## src/rtl/reg_seq_pkg.sv

```systemverilog
// Shared encodings for the register sequencer and the instruction memory image.
package reg_seq_pkg;

    typedef enum logic [7:0] {
        OP_NOP   = 8'h00,
        OP_WRITE = 8'h01,
        OP_READ  = 8'h02,
        OP_HALT  = 8'h03
    } opcode_e;

    localparam logic [3:0] ERR_NONE      = 4'd0;
    localparam logic [3:0] ERR_ILLEGAL   = 4'd1;
    localparam logic [3:0] ERR_TIMEOUT   = 4'd2;
    localparam logic [3:0] ERR_OVERFLOW  = 4'd3;
    localparam logic [3:0] ERR_MEM_FAULT = 4'd4;

    localparam int OPCODE_MSB   = 31;
    localparam int OPCODE_LSB   = 24;
    localparam int DEV_ADDR_MSB = 23;
    localparam int DEV_ADDR_LSB = 16;
    localparam int WDATA_MSB    = 15;
    localparam int WDATA_LSB    = 8;

    typedef logic [2:0] state_t;
    localparam state_t ST_IDLE   = 3'd0;
    localparam state_t ST_FETCH  = 3'd1;
    localparam state_t ST_DECODE = 3'd2;
    localparam state_t ST_REQ    = 3'd3;
    localparam state_t ST_RSP    = 3'd4;

    function automatic logic [31:0] make_instr(opcode_e op, logic [7:0] dev_addr, logic [7:0] wdata);
        return {op, dev_addr, wdata, 8'h00};
    endfunction

endpackage

```

## src/rtl/register_sequencer.sv

```systemverilog
// Fetches 32-bit instructions from address 0 per start pulse and issues
// WRITE/READ transactions to the accelerometer bus master.
//
// state  | meaning
// IDLE   | waiting for start
// FETCH  | one-cycle memory read latency
// DECODE | sample instruction word and memory error
// REQ    | bus request held until ready
// RSP    | waiting for bus response, timeout down-counter running
module register_sequencer
    import reg_seq_pkg::*;
#(
    parameter int MEMORY_SIZE    = 255,
    parameter int ADDR_W         = 8,
    parameter int TIMEOUT_CYCLES = 1024
) (
    input  logic              clk,
    input  logic              reset,
    input  logic              start,
    output logic [ADDR_W-1:0] instr_addr,
    input  logic [31:0]       instr_data,
    input  logic [3:0]        instr_err,
    output logic              bus_req_valid,
    input  logic              bus_req_ready,
    output logic              bus_req_write,
    output logic [7:0]        bus_req_addr,
    output logic [7:0]        bus_req_wdata,
    input  logic              bus_rsp_valid,
    input  logic [7:0]        bus_rsp_rdata,
    output logic [7:0]        rd_data,
    output logic              rd_valid,
    output logic              busy,
    output logic [3:0]        error_code
);

    localparam int TO_W = (TIMEOUT_CYCLES > 2) ? $clog2(TIMEOUT_CYCLES) : 1;
    localparam logic [TO_W-1:0]   TO_LOAD   = TO_W'(TIMEOUT_CYCLES - 1);
    localparam logic [ADDR_W-1:0] LAST_ADDR = ADDR_W'(MEMORY_SIZE);

    state_t            state;
    logic [ADDR_W-1:0] pc;
    logic [TO_W-1:0]   to_count;
    logic [7:0]        opcode;
    logic              at_last;
    logic              unused_reserved;

    assign opcode          = instr_data[OPCODE_MSB:OPCODE_LSB];
    assign unused_reserved = ^instr_data[7:0];
    assign at_last         = (pc == LAST_ADDR);
    assign instr_addr      = pc;
    assign busy            = (state != ST_IDLE);

    always_ff @(posedge clk or posedge reset) begin
        if (reset) begin
            state         <= ST_IDLE;
            pc            <= '0;
            to_count      <= '0;
            bus_req_valid <= 1'b0;
            bus_req_write <= 1'b0;
            bus_req_addr  <= 8'h00;
            bus_req_wdata <= 8'h00;
            rd_data       <= 8'h00;
            rd_valid      <= 1'b0;
            error_code    <= ERR_NONE;
        end else begin
            rd_valid <= 1'b0;
            case (state)
                ST_IDLE: begin
                    if (start) begin
                        pc         <= '0;
                        error_code <= ERR_NONE;
                        state      <= ST_FETCH;
                    end
                end
                ST_FETCH: state <= ST_DECODE;
                ST_DECODE: begin
                    if (instr_err != 4'd0) begin
                        error_code <= ERR_MEM_FAULT;
                        state      <= ST_IDLE;
                    end else begin
                        case (opcode)
                            OP_NOP: begin
                                if (at_last) begin
                                    error_code <= ERR_OVERFLOW;
                                    state      <= ST_IDLE;
                                end else begin
                                    pc    <= pc + 1'b1;
                                    state <= ST_FETCH;
                                end
                            end
                            OP_HALT: state <= ST_IDLE;
                            OP_WRITE, OP_READ: begin
                                bus_req_valid <= 1'b1;
                                bus_req_write <= (opcode == OP_WRITE);
                                bus_req_addr  <= instr_data[DEV_ADDR_MSB:DEV_ADDR_LSB];
                                bus_req_wdata <= instr_data[WDATA_MSB:WDATA_LSB];
                                state         <= ST_REQ;
                            end
                            default: begin
                                error_code <= ERR_ILLEGAL;
                                state      <= ST_IDLE;
                            end
                        endcase
                    end
                end
                ST_REQ: begin
                    if (bus_req_ready) begin
                        bus_req_valid <= 1'b0;
                        to_count      <= TO_LOAD;
                        state         <= ST_RSP;
                    end
                end
                ST_RSP: begin
                    // A response arriving on the terminal-count cycle takes priority.
                    if (bus_rsp_valid) begin
                        if (!bus_req_write) begin
                            rd_data  <= bus_rsp_rdata;
                            rd_valid <= 1'b1;
                        end
                        if (at_last) begin
                            error_code <= ERR_OVERFLOW;
                            state      <= ST_IDLE;
                        end else begin
                            pc    <= pc + 1'b1;
                            state <= ST_FETCH;
                        end
                    end else if (to_count == '0) begin
                        error_code <= ERR_TIMEOUT;
                        state      <= ST_IDLE;
                    end else begin
                        to_count <= to_count - 1'b1;
                    end
                end
                default: state <= ST_IDLE;
            endcase
        end
    end

endmodule
```

## config.mk

```make
export PLATFORM = sky130hd
export DESIGN_NAME = register_sequencer
export DESIGN_NICKNAME = d
export VERILOG_FILES = /design/src/rtl/reg_seq_pkg.sv /design/src/rtl/register_sequencer.sv
export SDC_FILE = /design/constraint.sdc
export NUM_CORES = 1
export LEC_CHECK = 0
export CAP_MARGIN = 20
export CORE_ASPECT_RATIO = 0.6
export CORE_UTILIZATION = 40
export DETAILED_ROUTE_END_ITERATION = 10
export PLACE_DENSITY = 0.71
export REMOVE_ABC_BUFFERS = 1
export SLEW_MARGIN = 20
export SYNTH_ARGS = -nofsm -noshare
export SYNTH_HDL_FRONTEND = slang
export SYNTH_SLANG_ARGS = --single-unit
```

## constraint.sdc

```tcl
create_clock -name clk -period 3.79 [get_ports clk]
set_clock_uncertainty 0.2 [all_clocks]
set_input_delay 0.758 -clock clk [delete_from_list [all_inputs] [get_ports clk]]
set_output_delay 0.758 -clock clk [all_outputs]
set_load 0.05 [all_outputs]
```

* After elaboration in Yosys (flattened, before gate mapping)
Cells that the tools add are included.
** Storage, ports and cells
- Flip-flop bits (word level) :: 52
- Input port bits :: 49
- Word-level logic and storage cells :: 81
** Cells by class
- $add $sub $neg :: 2
- Equality and inequality tests :: 18
- Muxes and demuxes :: 32
- Bitwise logic cells :: 2
- Reduce and logical (&&, ||, !) cells :: 17
** Operators by type and width (count)
- $mux W8 :: 5
- $mux W10 :: 3
- $pmux W8 S3 :: 1
- $mux W4 :: 5
- $pmux W10 S2 :: 1
- $eq A8 B2 Y1 const B :: 2
- $ne A2 B2 Y1 const B :: 8
- $mux W3 :: 5
- $pmux W3 S5 :: 1
- $pmux W4 S3 :: 1
- $reduce_and A4 Y1 :: 3
- $logic_not A10 Y1 :: 1
- $sub A10 B1 Y10 const B :: 1
- $reduce_and A3 Y1 :: 3
- $add A8 B1 Y8 const B :: 1
- $eq A8 B1 Y1 const B :: 1
- $eq A8 B8 Y1 const B :: 1
- $logic_not A8 Y1 :: 1
- $pmux W4 S2 :: 1
- $mux W1 :: 7
- $eq A3 B2 Y1 const B :: 2
- $ne A3 B3 Y1 const B :: 2
- $pmux W3 S2 :: 1
- $reduce_bool A3 Y1 :: 2
- 10 further kinds :: 12

* Depth between registers and ports, before layout
- Word-level depth :: 5
- Mapped depth :: 7

* Least setup slack after synthesis
No wires, ideal clock.
- Kind :: in2reg
- Start :: in instr_data[27]
- End :: reg bus_req_addr[7]
- Setup time :: 125 ps
- Data arrival time :: 2232 ps
- Path slack :: 1234 ps
- Stages :: 6
- Buffers on the path :: 2
- Cells stage by stage :: or4_1 nor3_1 and3_1 buf_6 buf_6 mux2_2
** On the way
- Cells in the longest elaborated chain, start to end :: 3
- Elaborated cells between the ends (all ways) :: 4
** RTL lines
- from (decl) :: RTL line register_sequencer.sv:21 : input logic [31:0] instr_data,
- $eq A8 B1 Y1 or $eq A8 B2 Y1 (tied branches) :: RTL line register_sequencer.sv:81 : case (opcode)
- $reduce_or A2 Y1 (*) :: RTL line register_sequencer.sv:81
- $reduce_and A3 Y1 (no source line) (*)
- to (signal assigned) :: RTL line register_sequencer.sv:95 : bus_req_addr <= instr_data[DEV_ADDR_MSB:DEV_ADDR_LSB];
- to (decl) :: RTL line register_sequencer.sv:26 : output logic [7:0] bus_req_addr,
Mark *: on every way between the ends. The rest lies on a longest branch, timed or not.
A chain may end at the register's enable or synchronous reset.

* Worst setup path after layout
- Start :: reg state[1]
- End :: out busy
** On the way
- Cells in the longest elaborated chain, start to end :: 1
** RTL lines
- from (decl) :: RTL line register_sequencer.sv:40 : state_t state;
- from (signal assigned) :: RTL line register_sequencer.sv:55 : state <= ST_IDLE;
- from (signal assigned) :: RTL line register_sequencer.sv:72 : state <= ST_FETCH;
- from (signal assigned) :: RTL line register_sequencer.sv:75 : ST_FETCH: state <= ST_DECODE;
- $reduce_bool A3 Y1 :: RTL line register_sequencer.sv:51 : assign busy = (state != ST_IDLE);
- to (decl) :: RTL line register_sequencer.sv:32 : output logic busy,
Every way passes these cells.

==> results.cfg <==
[place]
pre_cts_ws_ns = 0.751
place_hpwl_um = 4740
dp.cells = 389
placement.io_buffers = 80
gp_congestion = 0.814

[power]
total_leakage_power_nw = 1.54
ir_drop_v = 0.000334
p_sw_share_pct = 36.0
p_int_mw = 1.26
sequentialPowerShare_pct = 39.2
powerDensity_mw_per_mm2 = 530
power_frac_comb_pct = 34.4
p_sw_mw = 0.708
clkPwrFrac_pct = 26.4

[synthesis]
ys_types = 58
synth_cells = 230
avgSynthCellArea_um2 = 11.6
ys_warn_count = 0
synth_edf_count = 0
syn_area_mm2 = 0.00268
yosys_most_used_dff = dfrtp_1
ys_seq_elements = 52
async_reset_ff_share_pct = 100
ys_seq_area_share_pct = 48.6

[flow_run]
cap_viol_max_count = 0

[layout]
nets = 364
final_cells = 397
insertedDiodeCount = 0
layout_common_cells = clkdlybuf4s50_1, dfrtp_1, mux2_2
final_common_cell = clkdlybuf4s50_1
fill_cells = 545
area_growth_syn_to_layout_pct = 38.5
drive_gt1_share_pct = 19.8

[routing]
vias_per_cell = 5.39
vias = 2139
ant_nets = 0
drtIter0Drc = 127
drcViolationCount = 0
drt_pass1_iterations = 4
finalWirelength_um = 6260
wl_per_cell_um = 15.8

[clock_tree]
cts_resized = 0
cts_tree = done
numCtsBuffers = 5
hold_buffers = 0
postCtsSetupBuffers = 0
cts_root_buffer = clkbuf_8
clkLatencyLatePin_ns = 0.31
clkSlewWorstSetupHoldPaths_ns = 0.10
cts_buffer_depth = 2
clock-sinks = 52
htree_levels = 2

[worst_setup_path]
path_max_fanout = 13
worst-setup-path-type = flip-flop to output pin
worst_setup_path_end_kind = output pin
cp.required_ns = 2.83
cp-start-kind = flip-flop
cp_data_arrival_time_ns = 1.99
r2r_slack_ns = 1.44

[global_routing]
grt_pass1_wl_um = 10400
first_global_vias = 2097
grtUsageTotal_pct = 19.6
gr-total-overflow = 0
antenna_found_initial = 0
grt_start_max_net_pins = 35

[die]
die-area_mm2 = 0.00703
rows = 22
die_h_um = 65.3
io_pins = 89
die_x_um = 108
coreArea_mm2 = 0.00628
start_util_pct = 42.6

[worst_hold_path]
hold_path.class = flip-flop to flip-flop

[sta]
finalSetupViolCount = 0
finalMaxSlewViolations = 0
setup_ws_ns = 0.839
tns_ns = 0
period_share_pct = 77.9
grt_setup_unrepaired = no
period_needed_ns = 2.95
relSlewSlack_pct = 61.3
finalHoldViolCount = 0
max_slew.worst_pin.slew_ns = 0.580
max_freq_mhz = 339

[run_status]
status = complete, no violations
worst max-delay path, cell delays in order (launching register included):
cell	delay (ns)
dfrtp_1	0.52
or3_1	0.43
clkdlybuf4s50_1	0.73
layer usage:
metal,wire [um],global-route usage [%]
met5,0,0
met2,2360,25.5
met4,78,6.68
met1,3160,28.3
met3,664,8.53
final timing paths:
| kind | startpoint | depth (start not counted) | endpoint |
|---|---|---|---|
| max | state[1] | 2 | busy |
| min | bus_req_valid | 1 | bus_req_valid |
| max in group asynchronous | reset | 3 | bus_req_wdata[2] |
| min reg2reg | bus_req_valid | 1 | bus_req_valid |
| min in group asynchronous | reset | 2 | rd_data[6] |
| max reg2reg | state[2] | 5 | state[0] |
cell usage after synthesis (4+ instances only):
| cell type | count | area, um^2 |
|---|---|---|
| a211oi_1 | 4 | 30.0 |
| a21oi_1 | 10 | 50.1 |
| a31oi_1 | 5 | 31.3 |
| and2_1 | 5 | 31.3 |
| and4_1 | 5 | 43.8 |
| buf_6 | 4 | 45.0 |
| dfrtp_1 | 52 | 1300 |
| inv_1 | 6 | 22.5 |
| mux2_2 | 26 | 293 |
| nand2_1 | 6 | 22.5 |
| nand3_1 | 7 | 35.0 |
| nor2_1 | 15 | 56.3 |
| nor3_1 | 7 | 35.0 |
| nor4_1 | 4 | 25.0 |
| o22a_2 | 6 | 60.1 |
cells by family (layout without fill, tap and decap cells):
group	Yosys count	in the layout	share of synthesized area, %
muxes	28	28	11.7
and+or+nand+nor	76	76	17.9
adders and majority gates	3	3	1.40
DFF	52	52	48.6
xor gates and xnor gates	2	2	0.655
buffers and inverters	16	99	3.51
AOI/OAI and AO/OA	53	53	16.2
cell type report:
class | count | area (um^2) | share of cell area (%)
flip-flops and latches | 52 | 1300 | 35.1
clock buffers | 5 | 68.8 | 1.86
repair buffers | 85 | 838 | 22.6
multi-input cells | 162 | 1280 | 34.5
clock inverters | 3 | 90.1 | 2.43
inverters | 6 | 22.5 | 0.608
well taps | 84 | 105 | 2.84
per-stage QoR:
step	utilization [%]	hold slack (ns)	power [mW]	area, um^2
after global routing	59.1	0.326	2.07	3710
after floorplan	-	0.268	1.22	2600
final	59.1	0.297	1.97	3710
after detailed placement	56.5	0.279	1.45	3550
after CTS	59.1	0.304	1.98	3710
after global placement	56.5	0.274	1.44	3550
flip-flops by register name, summed over array words and instances (netlist names), 3 cells and up:
register / count
error_code: 4
state: 3
bus_req_addr: 8
to_count: 10
rd_data: 8
bus_req_wdata: 8
instr_addr: 8
power groups by stage:
stage / logic [mW] / registers (mW) / clock network (mW)
2_1_floorplan: 0.315 / 0.902 / 0
3_3_place_gp: 0.668 / 0.773 / 0
3_5_place_dp: 0.675 / 0.779 / 0
4_1_cts: 0.679 / 0.769 / 0.531
5_1_grt: 0.737 / 0.784 / 0.550
6_report: 0.676 / 0.770 / 0.519
(Power assumes the default switching activity.)
==> patch 1: new RTL, config.mk and constraints unchanged <==
The parameter `MEMORY_SIZE` goes from 255 to 127.
--- a/src/rtl/register_sequencer.sv
+++ b/src/rtl/register_sequencer.sv
@@ -11,5 +11,5 @@
     import reg_seq_pkg::*;
 #(
-    parameter int MEMORY_SIZE    = 255,
+    parameter int MEMORY_SIZE    = 127,
     parameter int ADDR_W         = 8,
     parameter int TIMEOUT_CYCLES = 1024
Behaviour: same outputs for any inputs over 10 cycles, from zero or initial values and one cycle with reset high; that may be too few to reach the edited logic, so the function may still have changed.
==> patch 1 against the unedited design <==
Total power down 13%; combinational power down 6.8%; critical path depth up 1; routed wire length down 6.5%; area after synthesis down 4.6%; setup slack better by 0.046 ns; sequential cell count unchanged; die area down 4.5%; cell area down 4.5%; largest cell class unchanged; largest power group unchanged.
==> patch 1: results (changes against the unedited design) <==
stage	metric	value	unit	change
clocking	CTS max path bufs	2		unchanged
power_and_ir_drop	maximum vdd drop	0.291	mV	-13%
synth	Post-Synth XOR/XNOR Area	0.0309		+0.0243
global_route	first-pass GRT wire length	10000	µm	-3.7%
worst_setup_path	FF-to-FF setup slack	1.26	ns	-0.18 ns
synth	top cells by area, synth	dfrtp_1, nand2_1, mux2_1		
worst_setup_path	Worst path max stage delay	0.81	ns	+0.08 ns
routing	Iteration-0 DRC Markers	98		-23%
worst_setup_path	r2r endpoint	bus_req_wdata[6]$_DFFE_PP0P_		
worst_setup_path	CP max-delay cell	clkdlybuf4s50_1		
timing	Fin Hold WS	0.287	ns	-0.00945 ns
placed_design	Placement Setup Slack	0.769	ns	+0.0175 ns
final_layout	Largest register FFs	10		unchanged
timing	Slew HR	0.485		-0.127
routing	number of vias per cell	5.13		-4.7%
global_route	initial antenna violation count	0		unchanged
power_and_ir_drop	Leakage Power	1.51	nW	-2.0%
worst_hold_path	hold depth	2		+1
placed_design	Final Wtd Congestion	0.787		-3.2%
synth	register area share after synthesis	0.510		+0.0236
routing	DR WL/cell	14.1	µm	-11%
final_layout	final net count	383		+5.2%
final_layout	# fillers	540		-0.92%
synth	Cells after Synth	247		+7.4%
synth	synth cell count leaders	dfrtp_1, nand2_1, nor2_1, o21ai_0		
placed_design	Port Buf Inserts	80		unchanged
synth	complex-gate fraction of the synthesized area	0.142		-0.0201
clocking	clk slew on worst S/H paths	0.09	ns	
global_route	Total GRT Usage	0.190		-0.00575
routing	Initial DRT Pass Iterations	4		unchanged
worst_setup_path	Worst path top cell family by delay	buffers and inverters		
clocking	# resized after CTS	0		unchanged
clocking	CTS buffer count	5		unchanged
worst_hold_path	hold_sp	rd_data[6]$_DFFE_PP0P_		
clocking	clk root buf	clkbuf_8		
synth	Synth async-reset ratio	1.00		unchanged
power_and_ir_drop	Net Switching	0.677	mW	-4.4%
synth	count of different cell masters after synthesis	53		-8.6%
global_route	vias in the first global route	2072		-1.2%
synth	mux cell area share after synthesis	0.0706		-0.0463
placed_design	placed wire-length estimate	4470	µm	-5.6%
clocking	H-tree depth	2		unchanged
final_layout	non-filler cells in the finished layout	416		+4.8%
worst_hold_path	Min-Delay Endpoint	rd_data[6]$_DFFE_PP0P_		
synth	Post-synth top flop	dfrtp_1		
synth	adder-cell share of the synthesized area	0.0147		+0.000681
status	outcome	complete, no violations		
synth	Synth Warn #	0		unchanged
worst_setup_path	worst endpoint data arrival time	1.95	ns	-0.04 ns
final_layout	Biggest register	to_count		
global_route	pin count of the biggest net entering global routing	38		+8.6%
placed_design	DP Cell Count	408		+4.9%
worst_setup_path	Worst R2R Start	state[1]$_DFFE_PP0P_		
worst_setup_path	worst-path fanout max	15		+2
final_layout	proportion of layout cells with a drive suffix above 1	0.102		-0.0957
clocking	Clk Latency, worst-skew pair	0.30	ns	
==> patch 1: how the worst max path moves through the flow <==
stage,start,endpoint,slack (ns)
floorplan,instr_err[1],bus_req_addr[0]$_DFFE_PP0P_,1.14
global placement,instr_data[25],instr_addr[5]$_DFFE_PP0P_,0.79
detailed placement,instr_err[1],bus_req_wdata[6]$_DFFE_PP0P_,0.77
CTS,state[2]$_DFFE_PP0P_,busy,0.89
global route,state[2]$_DFFE_PP0P_,busy,0.76
finish,state[2]$_DFFE_PP0P_,busy,0.88
==> patch 1: stage by stage <==
step / instance area [µm²] / util
2_1_floorplan: 2510 / -
3_3_place_gp: 3450 / 0.563
3_5_place_dp: 3450 / 0.563
4_1_cts: 3540 / 0.577
5_1_grt: 3540 / 0.577
6_report: 3540 / 0.577
==> patch 1: power groups by stage <==
stage / clock network (mW) / logic (mW) / registers [mW]
after floorplan: 0 / 0.304 / 0.881
after global placement: 0 / 0.624 / 0.773
after detailed placement: 0 / 0.631 / 0.777
after CTS: 0.316 / 0.632 / 0.768
after global routing: 0.336 / 0.687 / 0.788
final: 0.306 / 0.630 / 0.770
==> patch 1: worst min-delay path: stages (launching register included) <==
cell and delay (ns):
dfrtp_1 0.35, nand2_1 0.05, nand2_1 0.06
==> patch 1: layout make-up <==
cell class,count,share of cell area
Sequential cell,52,0.367
Clock inverter,3,0.00530
Clock buffer,5,0.0194
Timing Repair Buffer,85,0.237
Inverter,6,0.00636
Tap cell,84,0.0297
Multi-Input combinational cell,181,0.335
==> patch 1: logic make-up after synthesis <==
group / Yosys count
AND/OR/NAND/NOR: 100
AO/OA/AOI/OAI: 53
flip-flops: 52
multiplexers: 16
buffers and inverters: 14
XOR/XNOR: 9
adder cells (fa/ha/maj): 3
==> patch 1: per-layer routing <==
metal,vias up,global-route usage,part of all wire
li1,1055,-,-
met1,1008,0.262,0.48
met2,71,0.281,0.41
met3,2,0.0878,0.10
met4,0,0.0211,0.0032
met5,-,0,0
==> patch 2: new RTL, same settings <==
Without the edit above. Register the output `error_code` once more, cleared by the reset; this adds one clock of latency there. The other outputs are not delayed to match.
--- a/src/rtl/register_sequencer.sv
+++ b/src/rtl/register_sequencer.sv
@@ -38,4 +38,6 @@
     localparam logic [ADDR_W-1:0] LAST_ADDR = ADDR_W'(MEMORY_SIZE);
 
+    logic [3:0] error_code_s0;
+
     state_t            state;
     logic [ADDR_W-1:0] pc;
@@ -62,5 +64,5 @@
             rd_data       <= 8'h00;
             rd_valid      <= 1'b0;
-            error_code    <= ERR_NONE;
+            error_code_s0 <= ERR_NONE;
         end else begin
             rd_valid <= 1'b0;
@@ -69,5 +71,5 @@
                     if (start) begin
                         pc         <= '0;
-                        error_code <= ERR_NONE;
+                        error_code_s0 <= ERR_NONE;
                         state      <= ST_FETCH;
                     end
@@ -76,5 +78,5 @@
                 ST_DECODE: begin
                     if (instr_err != 4'd0) begin
-                        error_code <= ERR_MEM_FAULT;
+                        error_code_s0 <= ERR_MEM_FAULT;
                         state      <= ST_IDLE;
                     end else begin
@@ -82,5 +84,5 @@
                             OP_NOP: begin
                                 if (at_last) begin
-                                    error_code <= ERR_OVERFLOW;
+                                    error_code_s0 <= ERR_OVERFLOW;
                                     state      <= ST_IDLE;
                                 end else begin
@@ -98,5 +100,5 @@
                             end
                             default: begin
-                                error_code <= ERR_ILLEGAL;
+                                error_code_s0 <= ERR_ILLEGAL;
                                 state      <= ST_IDLE;
                             end
@@ -119,5 +121,5 @@
                         end
                         if (at_last) begin
-                            error_code <= ERR_OVERFLOW;
+                            error_code_s0 <= ERR_OVERFLOW;
                             state      <= ST_IDLE;
                         end else begin
@@ -126,5 +128,5 @@
                         end
                     end else if (to_count == '0) begin
-                        error_code <= ERR_TIMEOUT;
+                        error_code_s0 <= ERR_TIMEOUT;
                         state      <= ST_IDLE;
                     end else begin
@@ -137,3 +139,11 @@
     end
 
+    always_ff @(posedge clk or posedge reset) begin
+        if (reset) begin
+            error_code <= '0;
+        end else begin
+            error_code <= error_code_s0;
+        end
+    end
+
 endmodule
Formal check against the unedited RTL: not equivalent (Yosys sat finds a counterexample within 4 cycles, from zero or initial values and one cycle with reset high).
==> patch 2 against the unedited design <==
Worst hold slack worse by 0.11 ns; via count down 1.8%; final cell count up 0.76%; setup slack worse by 0.17 ns; cell area down 3.1%; die area down 2.0%; fmax down 5.4%; total power down 2.4%; first-iteration DRC count down 29%; routed wire length down 5.2%; area after synthesis down 2.1%; sequential cell count up 4; highest routed layer is now met3.
==> patch 2: results (changes against the unedited design) <==
stage	metric	value	unit	change
status	outcome	complete, no violations		
global_route	pin count of the biggest net entering global routing	33		-5.7%
placed_design	Final Wtd Congestion	0.849		+4.4%
worst_setup_path	Worst path max stage delay	0.63	ns	-0.10 ns
routing	Iteration-0 DRC Markers	90		-29%
power_and_ir_drop	sw frac	0.411		+0.0501
placed_design	Placement Setup Slack	0.366	ns	-0.385 ns
final_layout	design area	3590	µm²	-3.1%
placed_design	DP Cell Count	392		+0.77%
worst_setup_path	crit path launch	instr_err[1]		
worst_hold_path	Min-Delay Endpoint	error_code[3]$_DFF_PP0_		
routing	routed wire length	5940	µm	-5.2%
final_layout	final net count	367		+0.82%
placed_design	Cell Area, Placed	3500	µm²	-1.4%
worst_hold_path	hold_sp	error_code_s0[3]$_DFFE_PP0P_		
power_and_ir_drop	maximum vdd drop	0.310	mV	-7.3%
routing	number of vias per cell	5.25		-2.6%
global_route	Total GRT Usage	0.182		-0.0136
placed_design	placed wire-length estimate	4440	µm	-6.2%
worst_setup_path	CP max-delay cell	or4_1		
final_layout	non-filler cells in the finished layout	400		+0.76%
worst_setup_path	FF-to-FF setup slack	1.04	ns	-0.40 ns
synth	count of different cell masters after synthesis	42		-28%
timing	min Tclk post-route	3.12	ns	+0.167 ns
power_and_ir_drop	Leakage Power	1.51	nW	-2.3%
worst_setup_path	r2r endpoint	instr_addr[7]$_DFFE_PP0P_		
global_route	vias in the first global route	2054		-2.1%
global_route	first-pass GRT wire length	9870	µm	-5.1%
-- patch 2: cell types whose count changed after synthesis, sizes merged, moves of 4 or more --
cell	delta
o21ai	+14
nand2	+10
and2	-6
o22a	-6
and4	-5
o31ai	+5
a2111oi	-4
dfrtp	+4
xor2	+4
-- patch 2: layer usage --
metal / GRT usage / share of wire / wire length, µm / up-vias
li1: - / - / - / 1015
met1: 0.272 / 0.49 / 2910 / 1012
met2: 0.277 / 0.42 / 2500 / 73
met3: 0.0473 / 0.088 / 522 / 0
met4: 0.0154 / 0 / 0 / 0
met5: 0 / 0 / 0 / -
-- patch 2: critical path, delay by kind of cell --
kind                   cells  cell delay, ns
AND/OR/NAND/NOR            3            1.58
buffers and inverters      1            0.41
AO/OA/AOI/OAI              2            0.40
-- patch 2: power groups by stage --
| stage | registers, mW | logic, mW | clock network (mW) |
|---|---|---|---|
| final | 0.842 | 0.745 | 0.330 |
| after global placement | 0.846 | 0.731 | 0 |
| after CTS | 0.841 | 0.745 | 0.345 |
| after floorplan | 1.00 | 0.324 | 0 |
| after global routing | 0.866 | 0.810 | 0.370 |
| after detailed placement | 0.850 | 0.745 | 0 |
-- patch 2: cell families (layout without fill, tap and decap cells) --
family	Yosys count	count (layout)	share of synthesized area
AND/OR/NAND/NOR	71	71	0.154
AO/OA/AOI/OAI	54	54	0.134
buffers and inverters	18	100	0.0320
adder cells (fa/ha/maj)	3	3	0.0143
XOR/XNOR	6	6	0.0201
multiplexers	26	26	0.111
flip-flops	56	56	0.535
-- patch 2: area by class of cell --
type	instances	area share
multi-input combinational	160	0.316
sequential	56	0.390
tap	84	0.0293
clock inverter	3	0.00627
inverter	9	0.00941
clock buffer	5	0.0192
timing repair buffer	83	0.229
